File: src/rtl/load_align_unit.sv
// load_align_unit: handshaked load-alignment engine between the CPU datapath and
// a word-wide data-memory read port. Extracts big-endian bytes for LB/LBU/LH/LHU/LW
// and merges partial words with the old rt value for LWL/LWR.
// Optional macro LOAD_ALIGN_UNALIGNED_SPLIT_EN: misaligned LH/LHU/LW are serviced
// (with a second word read when they cross a word boundary) instead of erroring.
module load_align_unit #(
  parameter int DATA_W = 32,
  parameter int ADDR_W = 32,
  parameter int TAG_W  = 4
) (
  input  logic              clk,
  input  logic              rst_n,
  input  logic              req_valid,
  output logic              req_ready,
  input  logic [2:0]        req_op,
  input  logic [ADDR_W-1:0] req_addr,
  input  logic [DATA_W-1:0] req_rt,
  input  logic [TAG_W-1:0]  req_tag,
  output logic              mem_rd_valid,
  input  logic              mem_rd_ready,
  output logic [ADDR_W-1:0] mem_rd_addr,
  input  logic              mem_resp_valid,
  input  logic [DATA_W-1:0] mem_resp_data,
  output logic              rsp_valid,
  input  logic              rsp_ready,
  output logic [DATA_W-1:0] rsp_data,
  output logic [TAG_W-1:0]  rsp_tag,
  output logic              rsp_err
);

  localparam int B     = DATA_W / 8;
  localparam int OFF_W = $clog2(B);
  localparam int SH_W  = OFF_W + 3;

  localparam logic [2:0] OP_LB  = 3'b000;
  localparam logic [2:0] OP_LH  = 3'b001;
  localparam logic [2:0] OP_LWL = 3'b010;
  localparam logic [2:0] OP_LW  = 3'b011;
  localparam logic [2:0] OP_LBU = 3'b100;
  localparam logic [2:0] OP_LHU = 3'b101;
  localparam logic [2:0] OP_LWR = 3'b110;
  localparam logic [2:0] OP_RSV = 3'b111;

  typedef enum logic [2:0] {
    S_IDLE   = 3'd0,
    S_ISSUE  = 3'd1,
    S_WAIT   = 3'd2,
`ifdef LOAD_ALIGN_UNALIGNED_SPLIT_EN
    S_ISSUE2 = 3'd3,
    S_WAIT2  = 3'd4,
`endif
    S_RESP   = 3'd5
  } state_t;

  state_t              r_state;
  logic [2:0]          r_op;
  logic [OFF_W-1:0]    r_off;
  logic [DATA_W-1:0]   r_rt;
  logic [TAG_W-1:0]    r_tag;
  logic                r_req_ready;
  logic                r_mem_rd_valid;
  logic [ADDR_W-1:0]   r_mem_rd_addr;
  logic                r_rsp_valid;
  logic [DATA_W-1:0]   r_rsp_data;
  logic [TAG_W-1:0]    r_rsp_tag;
  logic                r_rsp_err;
`ifdef LOAD_ALIGN_UNALIGNED_SPLIT_EN
  logic [DATA_W-1:0]   r_word_a;
  logic                w_cross;
`endif

  logic                w_req_err;
  logic [SH_W-1:0]     w_sh_k;
  logic [SH_W-1:0]     w_sh_s;
  logic [DATA_W-1:0]   w_hi;
  logic [DATA_W-1:0]   w_lo;
  logic [2*DATA_W-1:0] w_pair_shl;
  logic [DATA_W-1:0]   w_top;
  logic                w_sign;
  logic [DATA_W-1:0]   w_result;

  assign req_ready    = r_req_ready;
  assign mem_rd_valid = r_mem_rd_valid;
  assign mem_rd_addr  = r_mem_rd_addr;
  assign rsp_valid    = r_rsp_valid;
  assign rsp_data     = r_rsp_data;
  assign rsp_tag      = r_rsp_tag;
  assign rsp_err      = r_rsp_err;

  // Shift amounts: 8*k moves byte k to the top lane, 8*s moves byte 0 to lane k.
  assign w_sh_k = {r_off, 3'b000};
  assign w_sh_s = {OFF_W'(B - 1) - r_off, 3'b000};

  // The addressed bytes always live in the upper lanes of {first word, second word}
  // once shifted left by 8*k; single-word accesses use zero as the second word.
`ifdef LOAD_ALIGN_UNALIGNED_SPLIT_EN
  assign w_hi = (r_state == S_WAIT2) ? r_word_a : mem_resp_data;
  assign w_lo = (r_state == S_WAIT2) ? mem_resp_data : '0;
`else
  assign w_hi = mem_resp_data;
  assign w_lo = '0;
`endif
  assign w_pair_shl = {w_hi, w_lo} << w_sh_k;
  assign w_top      = w_pair_shl[2*DATA_W-1 -: DATA_W];
  assign w_sign     = ~r_op[2];

  // Build the write-back value from the aligned top lanes (or the raw word for LWR).
  always_comb begin
    w_result = '0;
    case (r_op)
      OP_LB, OP_LBU: w_result = {{(DATA_W-8){w_sign & w_top[DATA_W-1]}}, w_top[DATA_W-1 -: 8]};
      OP_LH, OP_LHU: w_result = {{(DATA_W-16){w_sign & w_top[DATA_W-1]}}, w_top[DATA_W-1 -: 16]};
      OP_LW:         w_result = w_top;
      OP_LWL:        w_result = w_top | (r_rt & ~({DATA_W{1'b1}} << w_sh_k));
      OP_LWR:        w_result = (mem_resp_data >> w_sh_s) | (r_rt & ~({DATA_W{1'b1}} >> w_sh_s));
      default:       w_result = '0;
    endcase
  end

  // Reject reserved ops and, without split support, misaligned halfword/word loads.
  always_comb begin
    w_req_err = (req_op == OP_RSV);
`ifndef LOAD_ALIGN_UNALIGNED_SPLIT_EN
    if ((req_op == OP_LH || req_op == OP_LHU) && req_addr[0])
      w_req_err = 1'b1;
    if (req_op == OP_LW && req_addr[OFF_W-1:0] != '0)
      w_req_err = 1'b1;
`endif
  end

`ifdef LOAD_ALIGN_UNALIGNED_SPLIT_EN
  // An access crosses into the next word when its last byte lies beyond lane B-1.
  always_comb begin
    w_cross = 1'b0;
    if (r_op == OP_LH || r_op == OP_LHU)
      w_cross = (r_off == OFF_W'(B - 1));
    else if (r_op == OP_LW)
      w_cross = (r_off != '0);
  end
`endif

  // Request / memory / response sequencing with all outputs registered.
  always_ff @(posedge clk or negedge rst_n) begin
    if (!rst_n) begin
      r_state        <= S_IDLE;
      r_op           <= '0;
      r_off          <= '0;
      r_rt           <= '0;
      r_tag          <= '0;
      r_req_ready    <= 1'b1;
      r_mem_rd_valid <= 1'b0;
      r_mem_rd_addr  <= '0;
      r_rsp_valid    <= 1'b0;
      r_rsp_data     <= '0;
      r_rsp_tag      <= '0;
      r_rsp_err      <= 1'b0;
`ifdef LOAD_ALIGN_UNALIGNED_SPLIT_EN
      r_word_a       <= '0;
`endif
    end else begin
      case (r_state)
        S_IDLE: begin
          if (req_valid) begin
            r_op        <= req_op;
            r_off       <= req_addr[OFF_W-1:0];
            r_rt        <= req_rt;
            r_tag       <= req_tag;
            r_req_ready <= 1'b0;
            if (w_req_err) begin
              r_rsp_valid <= 1'b1;
              r_rsp_err   <= 1'b1;
              r_rsp_data  <= '0;
              r_rsp_tag   <= req_tag;
              r_state     <= S_RESP;
            end else begin
              r_mem_rd_valid <= 1'b1;
              r_mem_rd_addr  <= {req_addr[ADDR_W-1:OFF_W], {OFF_W{1'b0}}};
              r_state        <= S_ISSUE;
            end
          end
        end
        S_ISSUE: begin
          if (mem_rd_ready) begin
            r_mem_rd_valid <= 1'b0;
            r_state        <= S_WAIT;
          end
        end
        S_WAIT: begin
          if (mem_resp_valid) begin
`ifdef LOAD_ALIGN_UNALIGNED_SPLIT_EN
            if (w_cross) begin
              r_word_a       <= mem_resp_data;
              r_mem_rd_valid <= 1'b1;
              r_mem_rd_addr  <= r_mem_rd_addr + ADDR_W'(B);
              r_state        <= S_ISSUE2;
            end else begin
              r_rsp_valid <= 1'b1;
              r_rsp_err   <= 1'b0;
              r_rsp_data  <= w_result;
              r_rsp_tag   <= r_tag;
              r_state     <= S_RESP;
            end
`else
            r_rsp_valid <= 1'b1;
            r_rsp_err   <= 1'b0;
            r_rsp_data  <= w_result;
            r_rsp_tag   <= r_tag;
            r_state     <= S_RESP;
`endif
          end
        end
`ifdef LOAD_ALIGN_UNALIGNED_SPLIT_EN
        S_ISSUE2: begin
          if (mem_rd_ready) begin
            r_mem_rd_valid <= 1'b0;
            r_state        <= S_WAIT2;
          end
        end
        S_WAIT2: begin
          if (mem_resp_valid) begin
            r_rsp_valid <= 1'b1;
            r_rsp_err   <= 1'b0;
            r_rsp_data  <= w_result;
            r_rsp_tag   <= r_tag;
            r_state     <= S_RESP;
          end
        end
`endif
        S_RESP: begin
          if (rsp_ready) begin
            r_rsp_valid <= 1'b0;
            r_rsp_err   <= 1'b0;
            r_req_ready <= 1'b1;
            r_state     <= S_IDLE;
          end
        end
        default: begin
          r_mem_rd_valid <= 1'b0;
          r_rsp_valid    <= 1'b0;
          r_req_ready    <= 1'b1;
          r_state        <= S_IDLE;
        end
      endcase
    end
  end

endmodule

File: config.mk
export PLATFORM = sky130hd
export DESIGN_NAME = load_align_unit
export DESIGN_NICKNAME = d
export VERILOG_FILES = /design/src/rtl/load_align_unit.sv
export SDC_FILE = /design/constraint.sdc
export NUM_CORES = 1
export LEC_CHECK = 0
export CAP_MARGIN = 20
export CORE_MARGIN = 1
export CORE_UTILIZATION = 51
export CTS_CLUSTER_SIZE = 40
export DETAILED_ROUTE_END_ITERATION = 8
export PLACE_DENSITY_LB_ADDON = 0.2
export SYNTH_ARGS = -nofsm -noshare
export SYNTH_HDL_FRONTEND = slang
export SYNTH_SLANG_ARGS = --single-unit
File: constraint.sdc
create_clock -name clk -period 4.7 [get_ports clk]
set_clock_uncertainty 0.05 [all_clocks]
set_input_delay 0.94 -clock clk [delete_from_list [all_inputs] [get_ports clk]]
set_output_delay 0.94 -clock clk [all_outputs]
set_load 0.01 [all_outputs]
==> reports/results.ini, run 1 <==
[global_routing]
grt_pass1_wl_mm=27.80
grt.total_usage_pct=29.12
grt_pass1_vias=5232
overflow=0
antenna_found_initial=0
grt_max_degree=64

[yosys]
yosys.cell_types.count=53
synth_top_area_share_pct=46.70
synth_seq_area_share_pct=47.14
ys.flop_type=dfrtp_1
synthTopCellsByArea=dfrtp_1 (47%), mux2_2 (14%), mux2i_1 (7.8%)
synth.yosys.warnings=0
ys_ff_latch=114
synth_cells=555
postSynthAreaPerCell_um2=10.91
synth-edff-count=0
syn-cell-area_mm2=0.006055
async_flop_share_pct=100.0
synth_top_area_cell=dfrtp_1

[power]
p_leak_nw=3.597
report.power.total_mw=5.869
powerDensity_mw_per_mm2=690.7
vdd_drop_max_uv=403.1

[worst_setup_path]
end_kind=flip-flop
start_kind=input port
cp_slowest_cell=o21ai_0
path_class=input port to flip-flop
crit_chain=clkdlybuf4s50_1, o21a_1, o21ai_0, o21a_1, buf_4, a21oi_1, o21ai_0
path_depth=7
critPathBufInv=2
crit_fanout=42
r2r_cells=6
required_ns=4.96
critPathTopFamily=compound AO/OA/AOI/OAI gates
crit_arrival_ns=2.94
crit_path_max_incr_delay_ns=0.46

[detailed_routing]
drtAntennaViolNets=0
via_per_inst=5.987
drt_first_pass_iters=7
dr.first_iter.drc_count=468
vias=5221
drc=22
wirelength_mm=17.36
wire_per_inst_um=19.90

[floorplan]
die_area_mm2=0.01231
die_w_um=111.0
initial_core_util_pct=52.57
io_pins=181
dieHeight_um=111.0
fp-row-count=39
coreArea_mm2=0.01152

[timing]
finalHoldViolations=0
setup_slack_ns=2.019
maxSlewViolCount=0
fin_tns_setup_ns=0
fmaxAchievable_ghz=0.3730
finalCritPeriodShare_pct=57.05
worstMarginPinSlew_ns=1.007
setup_viol=0
max_slew_margin_pct=32.74
fin_crit_ns=2.681
rsz0062_at_grt=false

[place]
gp_congestion=0.8820
hpwl_mm=11.79
dp_slack_ns=1.686
io_buffer_count=178
placed_area_mm2=0.007838

[outcome]
outcome=finished, violations left
violations=DRC

[cts]
cts_htree_levels=4
cts_max_path_buffers=2
clock_sinks=114
clock_latency_ns=0.42
cts-root-buf=clkbuf_16
cts_hold_buf=0
numCtsBuffers=17
post_cts_buffers=0
clkTransAtPathRegs_ns=0.05
cts_tree=built
ctsResizeCount=0

[layout]
final_util_pct=73.78
stdcell_area_mm2=0.008497
area_growth_pct=40.34
n_antenna_cell=0
drive_above_1_share_pct=18.24
nNetsFinal=825

[worst_hold_path]
whs_path_depth=2
min_path_type=flip-flop to flip-flop

[run]
cap_violations=0

==> metrics by stage <==
stage	hold WS (ns)	std cells
floorplan	0.4286	556
global placement	0.4119	839
detailed placement	0.4188	839
CTS	0.4304	871
global route	0.4466	872
finish	0.4242	872
==> flip-flops by register name (all words and copies together) (netlist names) <==
name,count
r_rt,32
rsp_data,32
mem_rd_addr,30
r_tag,4
rsp_tag,4
r_op,3
r_state,3
r_off,2
mem_rd_valid,1
req_ready,1
rsp_err,1
rsp_valid,1
==> cell usage in the layout, fill, tap and decap left out, types with 4 or more instances in the layout <==
cell and instances:
a311oi_1 7, clkbuf_16 17, buf_4 8, a22oi_1 8, o22ai_1 13, nor2b_1 5
clkinv_4 4, inv_1 10, nor2_1 17, mux2i_1 47, o21ai_0 36, dfrtp_1 111
a211oi_1 16, nand3_1 15, a21oi_1 33, mux2_2 73, a211o_1 7, o21ai_1 5
bufinv_16 4, clkdlybuf4s50_1 177, a221o_1 8, nand2b_1 10, nand2_1 37, a21o_1 8
==> kinds of logic (layout without fill, tap and decap cells) <==
logic type,Yosys count,after routing,share of synthesized area [%]
other,1,2,0.06194
multiplexers,122,122,22.09
AND/OR/NAND/NOR,106,106,9.196
buffers and inverters,55,228,4.567
flip-flops,114,114,47.14
AO/OA/AOI/OAI,157,157,16.95
==> cell usage after synthesis (all sizes together) (12+ instances only) <==
cell type  count
buf           33
o22ai         13
dfrtp        113
mux2i         47
a211oi        16
nand3         16
mux2          73
nand2         38
clkbuf        12
nor2          19
a21oi         33
o21ai         41
==> final timing paths <==
check                                    startpoint                           to  slack (ns)
max                                       req_op[2]     rsp_data[12]$_DFFE_PN0P_        2.02
min                        rsp_data[30]$_DFFE_PN0P_     rsp_data[30]$_DFFE_PN0P_        0.42
max reg2reg                    r_off[0]$_DFFE_PN0P_      rsp_data[1]$_DFFE_PN0P_        2.22
min reg2reg                rsp_data[30]$_DFFE_PN0P_     rsp_data[30]$_DFFE_PN0P_        0.42
max in group asynchronous                     rst_n  mem_rd_addr[25]$_DFFE_PN0P_        3.08
min in group asynchronous                     rst_n     rsp_data[20]$_DFFE_PN0P_        0.50
==> tightest hold or removal path, delay by kind of cell, from the launching register on <==
family / cells / cell delay, ns
flops: 1 / 0.34
compound gates: 1 / 0.06
simple gates: 1 / 0.04
==> final cells by class <==
class                   count  area (um2)
clock buffers              20       456.7
well taps                 143       178.9
fillers                   798        3019
multi-input cells         387        2933
clock inverters            12       182.7
flip-flops and latches    114        2856
repair buffers            186        1852
inverters                  10       37.54
==> power breakdown <==
part	total [mW]	switching, mW	internal (mW)
combinational	2.66	1.27	1.39
sequential	1.82	0.380	1.44
clock	1.39	0.471	0.916
==> routing by layer <==
layer  GRT usage (%)  vias up  wire [um]
li1                -     2379          -
met1           38.53     2551       7266
met2           44.91      259       8104
met3           7.709       32       1588
met4           13.06        0        396
met5               0        -          0
(Power assumes the default switching activity.)
==> run 2: changes to the inputs <==
Settings changed: CORE_UTILIZATION 51 to 48.
Clock period 4.7 ns to 2.6 ns, I/O delays scaled along.
==> run 2 against run 1 <==
  * The flow now finishes without violations
  * Cell count rose by 4.5%
  * Non-clock buffer count rose by 14
  * Utilization decreased by 2.8 points
  * Highest routed layer unchanged
  * Clock-buffer cell count increased by 4
  * Largest cell class unchanged
  * Largest power group unchanged
  * Register-to-register slack lost 1.8 ns
  * Global-route usage fell by 1.9 points
  * Worst setup slack worse by 1.6 ns
  * Wire length is 1.0% lower
  * Flip-flop and latch count stayed put
  * Via count fell by 1.1%
  * Sequential power rose by 82%
==> reports/results.ini, run 2 (synthesis gave the netlist of run 1 again) <==
[outcome]
outcome=finished clean

[cts]
cts_max_path_buffers=2
clkTransAtPathRegs_ns=0.05
cts_tree=built
cts-root-buf=clkbuf_16
cts_htree_levels=4
numCtsBuffers=17
clock_latency_ns=0.42
post_cts_buffers=0
clock_sinks=114
ctsResizeCount=0

[global_routing]
grt_pass1_vias=5110
overflow=0
busiest_layer=met2
grt_max_degree=64
use_met2_pct=44.65
grt_pass1_wl_mm=26.93
use_met1_pct=34.69
grt.total_usage_pct=27.21
grtUsageMet3_pct=7.888
antenna_found_initial=0

[place]
dp_slack_ns=0.09787
gp_congestion=0.9222
dp_cells=878
hpwl_mm=12.36
io_buffer_count=178
placed_area_mm2=0.008036

[floorplan]
die_w_um=114.3
fp-row-count=40
initial_core_util_pct=49.78
die_area_mm2=0.01307
io_pins=181
dieHeight_um=114.3
coreArea_mm2=0.01216

[detailed_routing]
drtAntennaViolNets=0
wirelength_mm=17.18
via_per_inst=5.668
dr.first_iter.drc_count=389
drc=0
drt_first_pass_iters=5
wire_per_inst_um=18.86
vias=5164

[layout]
stdcell_count=911
mostFrequentLayoutCell=clkdlybuf4s50_1
n_antenna_cell=0
area_growth_pct=42.59
stdcell_area_mm2=0.008633
fill_cells=905
drive_above_1_share_pct=19.65
nNetsFinal=839
final_cell_mix=clkdlybuf4s50_1 (177), dfrtp_1 (111), mux2_2 (73), mux2i_1 (47), nand2_1 (37)

[worst_setup_path]
required_ns=2.89
end_kind=flip-flop
crit_start=r_op[0]$_DFFE_PN0P_
r2r_start=r_op[0]$_DFFE_PN0P_
reg2reg_setup_slack_ns=0.44
r2r_cells=5
start_kind=flip-flop
path_class=flip-flop to flip-flop
crit_arrival_ns=2.45
r2r-end=rsp_data[15]$_DFFE_PN0P_
crit_fanout=15

[power]
vdd_drop_max_uv=662.9
report.power.total_mw=10.45
p_leak_nw=3.663
powerDensity_mw_per_mm2=1211

[timing]
maxSlewViolCount=0
setup_viol=0
finalCritPeriodShare_pct=83.22
fmaxAchievable_ghz=0.4622
fin_tns_setup_ns=0
finalHoldViolations=0
worstMarginPinSlew_ns=0.9554
max_slew_margin_pct=36.17
rsz0062_at_grt=false
fin_crit_ns=2.164
setup_slack_ns=0.4363

[worst_hold_path]
hp-start=rsp_tag[0]$_DFFE_PN0P_
whs_path_depth=2
min_path_type=flip-flop to flip-flop
holdPathEnd=rsp_tag[0]$_DFFE_PN0P_

[run]
cap_violations=0

-- run 2: cell types whose count changed in the layout (fill, tap and decap cells not counted) --
cell           delta
buf_12            +4
bufinv_16         -3
dlygate4sd3_1     +1
clkinv_2          +2
clkinvlp_4        +1
buf_4             +9
clkbuf_8          +4
clkinv_4          -4
-- run 2: layout make-up --
class / count / area, um2 / area share [%]
clock buffer: 24 / 511.7 / 5.928
clock inverter: 8 / 75.07 / 0.8696
inverter: 10 / 37.54 / 0.4348
multi-input combinational: 387 / 2933 / 33.97
sequential: 114 / 2856 / 33.09
tap: 168 / 210.2 / 2.435
timing repair buffer: 200 / 2009 / 23.28
-- run 2: worst max path at each step --
stage | slack [ns] | depth (start not counted) | to
after floorplan | 0.80 | 6 | rsp_data[2]$_DFFE_PN0P_
after CTS | 0.41 | 5 | rsp_data[15]$_DFFE_PN0P_
after global placement | 0.14 | 6 | mem_rd_addr[13]$_DFFE_PN0P_
after global routing | 0.25 | 5 | rsp_data[15]$_DFFE_PN0P_
after detailed placement | 0.1 | 6 | mem_rd_addr[2]$_DFFE_PN0P_
final | 0.44 | 5 | rsp_data[15]$_DFFE_PN0P_
-- run 2: what timing repair did --
item | in CTS | in global routing
hold buffers | 1 | 0
endpoints found under the hold margin | 27 | 0
endpoints found under the setup margin | 0 | 0
-- run 2: per-stage QoR --
step | utilization, % | hold slack (ns)
after floorplan | - | 0.1744
after global placement | 66.08 | 0.4125
after detailed placement | 66.08 | 0.4199
after CTS | 70.99 | 0.4314
after global routing | 70.99 | 0.4607
final | 70.99 | 0.4231
-- run 2: worst max-delay path, stage by stage (launching register included) --
cell	delay, ns
dfrtp_1	0.60
nor2b_1	0.82
a221oi_1	0.17
a31oi_1	0.20
a2111oi_1	0.08
o21ai_1	0.16
-- run 2: report_power, final --
group / internal, mW / switching (mW) / total, mW
clock: 1.46 / 0.786 / 2.24
combinational: 2.61 / 2.29 / 4.90
sequential: 2.61 / 0.704 / 3.31
total: 6.67 / 3.78 / 10.5
-- run 2: per-layer routing --
layer	vias up	share of wire, %
li1	2415	-
met1	2528	43
met2	200	49
met3	21	7.2
met4	0	1.4
met5	-	0
==> run 3: changes to the inputs <==
Settings changed: CORE_UTILIZATION 48 to 43.
Clock period 2.6 ns to 1.74 ns, I/O delays scaled along.
==> run 3 against run 2 <==
  * The flow now finishes with violations (setup timing)
  * Sequential power increased by 47%
  * Final area increased by 19%
  * Non-clock buffer count increased by 99
  * Global-route usage increased by 1.4 points
  * Utilization increased by 4.9 points
  * Clock power increased by 60%
  * Fmax increased by 16%
  * Cell count increased by 12%
  * Power increased by 82%
  * Critical endpoint is now rsp_data[7]$_DFFE_PN0P_
  * Largest cell class unchanged
  * Largest power group unchanged
==> reports/results.ini, run 3 (synthesis gave the netlist of run 1 again) <==
[outcome]
outcome=finished, violations left
violations=setup timing

[floorplan]
die_area_mm2=0.01456
initial_core_util_pct=44.83
die_w_um=120.7
dieHeight_um=120.7
fp-row-count=42
io_pins=181
coreArea_mm2=0.01351

[worst_setup_path]
start_kind=flip-flop
crit_fanout=7
path_common_cell=buf_6
critPathBufInv=3
critPathTopFamily=compound AO/OA/AOI/OAI gates
path_class=flip-flop to flip-flop
cp_slowest_cell=dfrtp_2
crit_arrival_ns=2.11
crit_chain=buf_6, buf_12, mux2_4, buf_6, o211ai_1, a21oi_1, a221o_1
end_kind=flip-flop
crit_path_max_incr_delay_ns=0.45
required_ns=1.98

[detailed_routing]
wirelength_mm=20.55
wire_per_inst_um=20.18
drc=0
dr.first_iter.drc_count=437
via_per_inst=5.648
drtAntennaViolNets=0
drt_first_pass_iters=5
vias=5750

[power]
vdd_drop_max_uv=962.7
powerDensity_mw_per_mm2=1851
p_leak_nw=4.768

[cts]
numCtsBuffers=17
cts_max_path_buffers=2
cts_tree=built
clock_sinks=114
clock_latency_ns=0.41
cts-root-buf=clkbuf_16
cts_htree_levels=4
clkTransAtPathRegs_ns=0.06

[global_routing]
grt_max_degree=48
grt_pass1_wl_mm=31.55
grt_pass1_vias=5855
overflow=0
grt.total_usage_pct=28.57
antenna_found_initial=0

[timing]
maxSlewViolCount=0
finalCritPeriodShare_pct=107.2
fmaxAchievable_ghz=0.5363
fin_tns_setup_ns=-1.641
setup_slack_ns=-0.1246
finalHoldViolations=0
setup_viol=26
rsz0062_at_grt=true
fin_crit_ns=1.865
holdWs_ns=0.2095

[layout]
drive_above_1_share_pct=38.48
stdcell_count=1018
n_antenna_cell=0
stdcell_area_mm2=0.01025
area_growth_pct=69.35
nNetsFinal=938
mostFrequentLayoutCell=clkdlybuf4s50_1
final_cell_mix=clkdlybuf4s50_1 (137), dfrtp_1 (109), buf_4 (92), mux2_2 (72), nand2_1 (35)
final_util_pct=75.92

[place]
dp_cells=961
io_buffer_count=178
hpwl_mm=14.09
placed_area_mm2=0.008710
gp_congestion=0.9151

[worst_hold_path]
min_path_type=input port to flip-flop

[run]
cap_violations=0

-- run 3: final timing paths --
kind                                      endpoint              startpoint  slack (ns)  depth (start not counted)
min                            r_op[2]$_DFFE_PN0P_               req_op[2]        0.21                          2
min in group asynchronous      r_rt[5]$_DFFE_PN0P_                   rst_n        0.33                          2
min reg2reg                 rsp_tag[3]$_DFFE_PN0P_  rsp_tag[3]$_DFFE_PN0P_        0.43                          2
max reg2reg                rsp_data[7]$_DFFE_PN0P_    r_off[1]$_DFFE_PN0P_       -0.12                          7
max                        rsp_data[7]$_DFFE_PN0P_    r_off[1]$_DFFE_PN0P_       -0.12                          7
max in group asynchronous    req_ready$_DFFE_PN1P_                   rst_n        0.70                          3
-- run 3: power by group --
group / switching [mW] / internal, mW / total (mW)
Sequential: 0.960 / 3.91 / 4.87
Clock: 1.27 / 2.32 / 3.59
Combinational: 4.76 / 5.76 / 10.5
-- run 3: worst register-to-register path, delay by kind of cell, from the launching register on --
family,cells,cell delay [ns]
DFF,1,0.45
muxes,1,0.33
buffers and inverters,3,0.41
AOI/OAI and AO/OA,3,0.51
-- run 3: stage by stage --
step	worst slack [ns]	power [mW]
global placement	-0.4019	13.06
detailed placement	-0.4822	13.30
finish	-0.1246	18.98
floorplan	0.01233	9.300
CTS	-0.1090	17.93
global route	-0.1908	19.89
-- run 3: cell type report --
class	instances	area [um2]
Clock inverter	13	157.7
Sequential cell	114	2859
Inverter	10	37.54
Tap cell	176	220.2
Clock buffer	19	452.9
Multi-Input combinational cell	387	3456
Timing Repair Buffer	299	3070
Fill cell	846	3252
-- run 3: metal layers --
metal  share of wire [%]  wire [um]  global-route usage [%]
met1                  44       8954                   38.60
met2                  49       9998                   46.26
met3                 6.4       1314                   5.142
met4                 1.4        279                   9.491
met5                   0          0                       0
-- run 3: what timing repair did --
item,4_1_cts,5_1_grt
pin swaps,17,34
buffers inserted,9,11
endpoints found under the setup margin,45,58
cloned,4,3
gates resized for setup,72,119
hold buffers,1,0
endpoints found under the hold margin,22,0
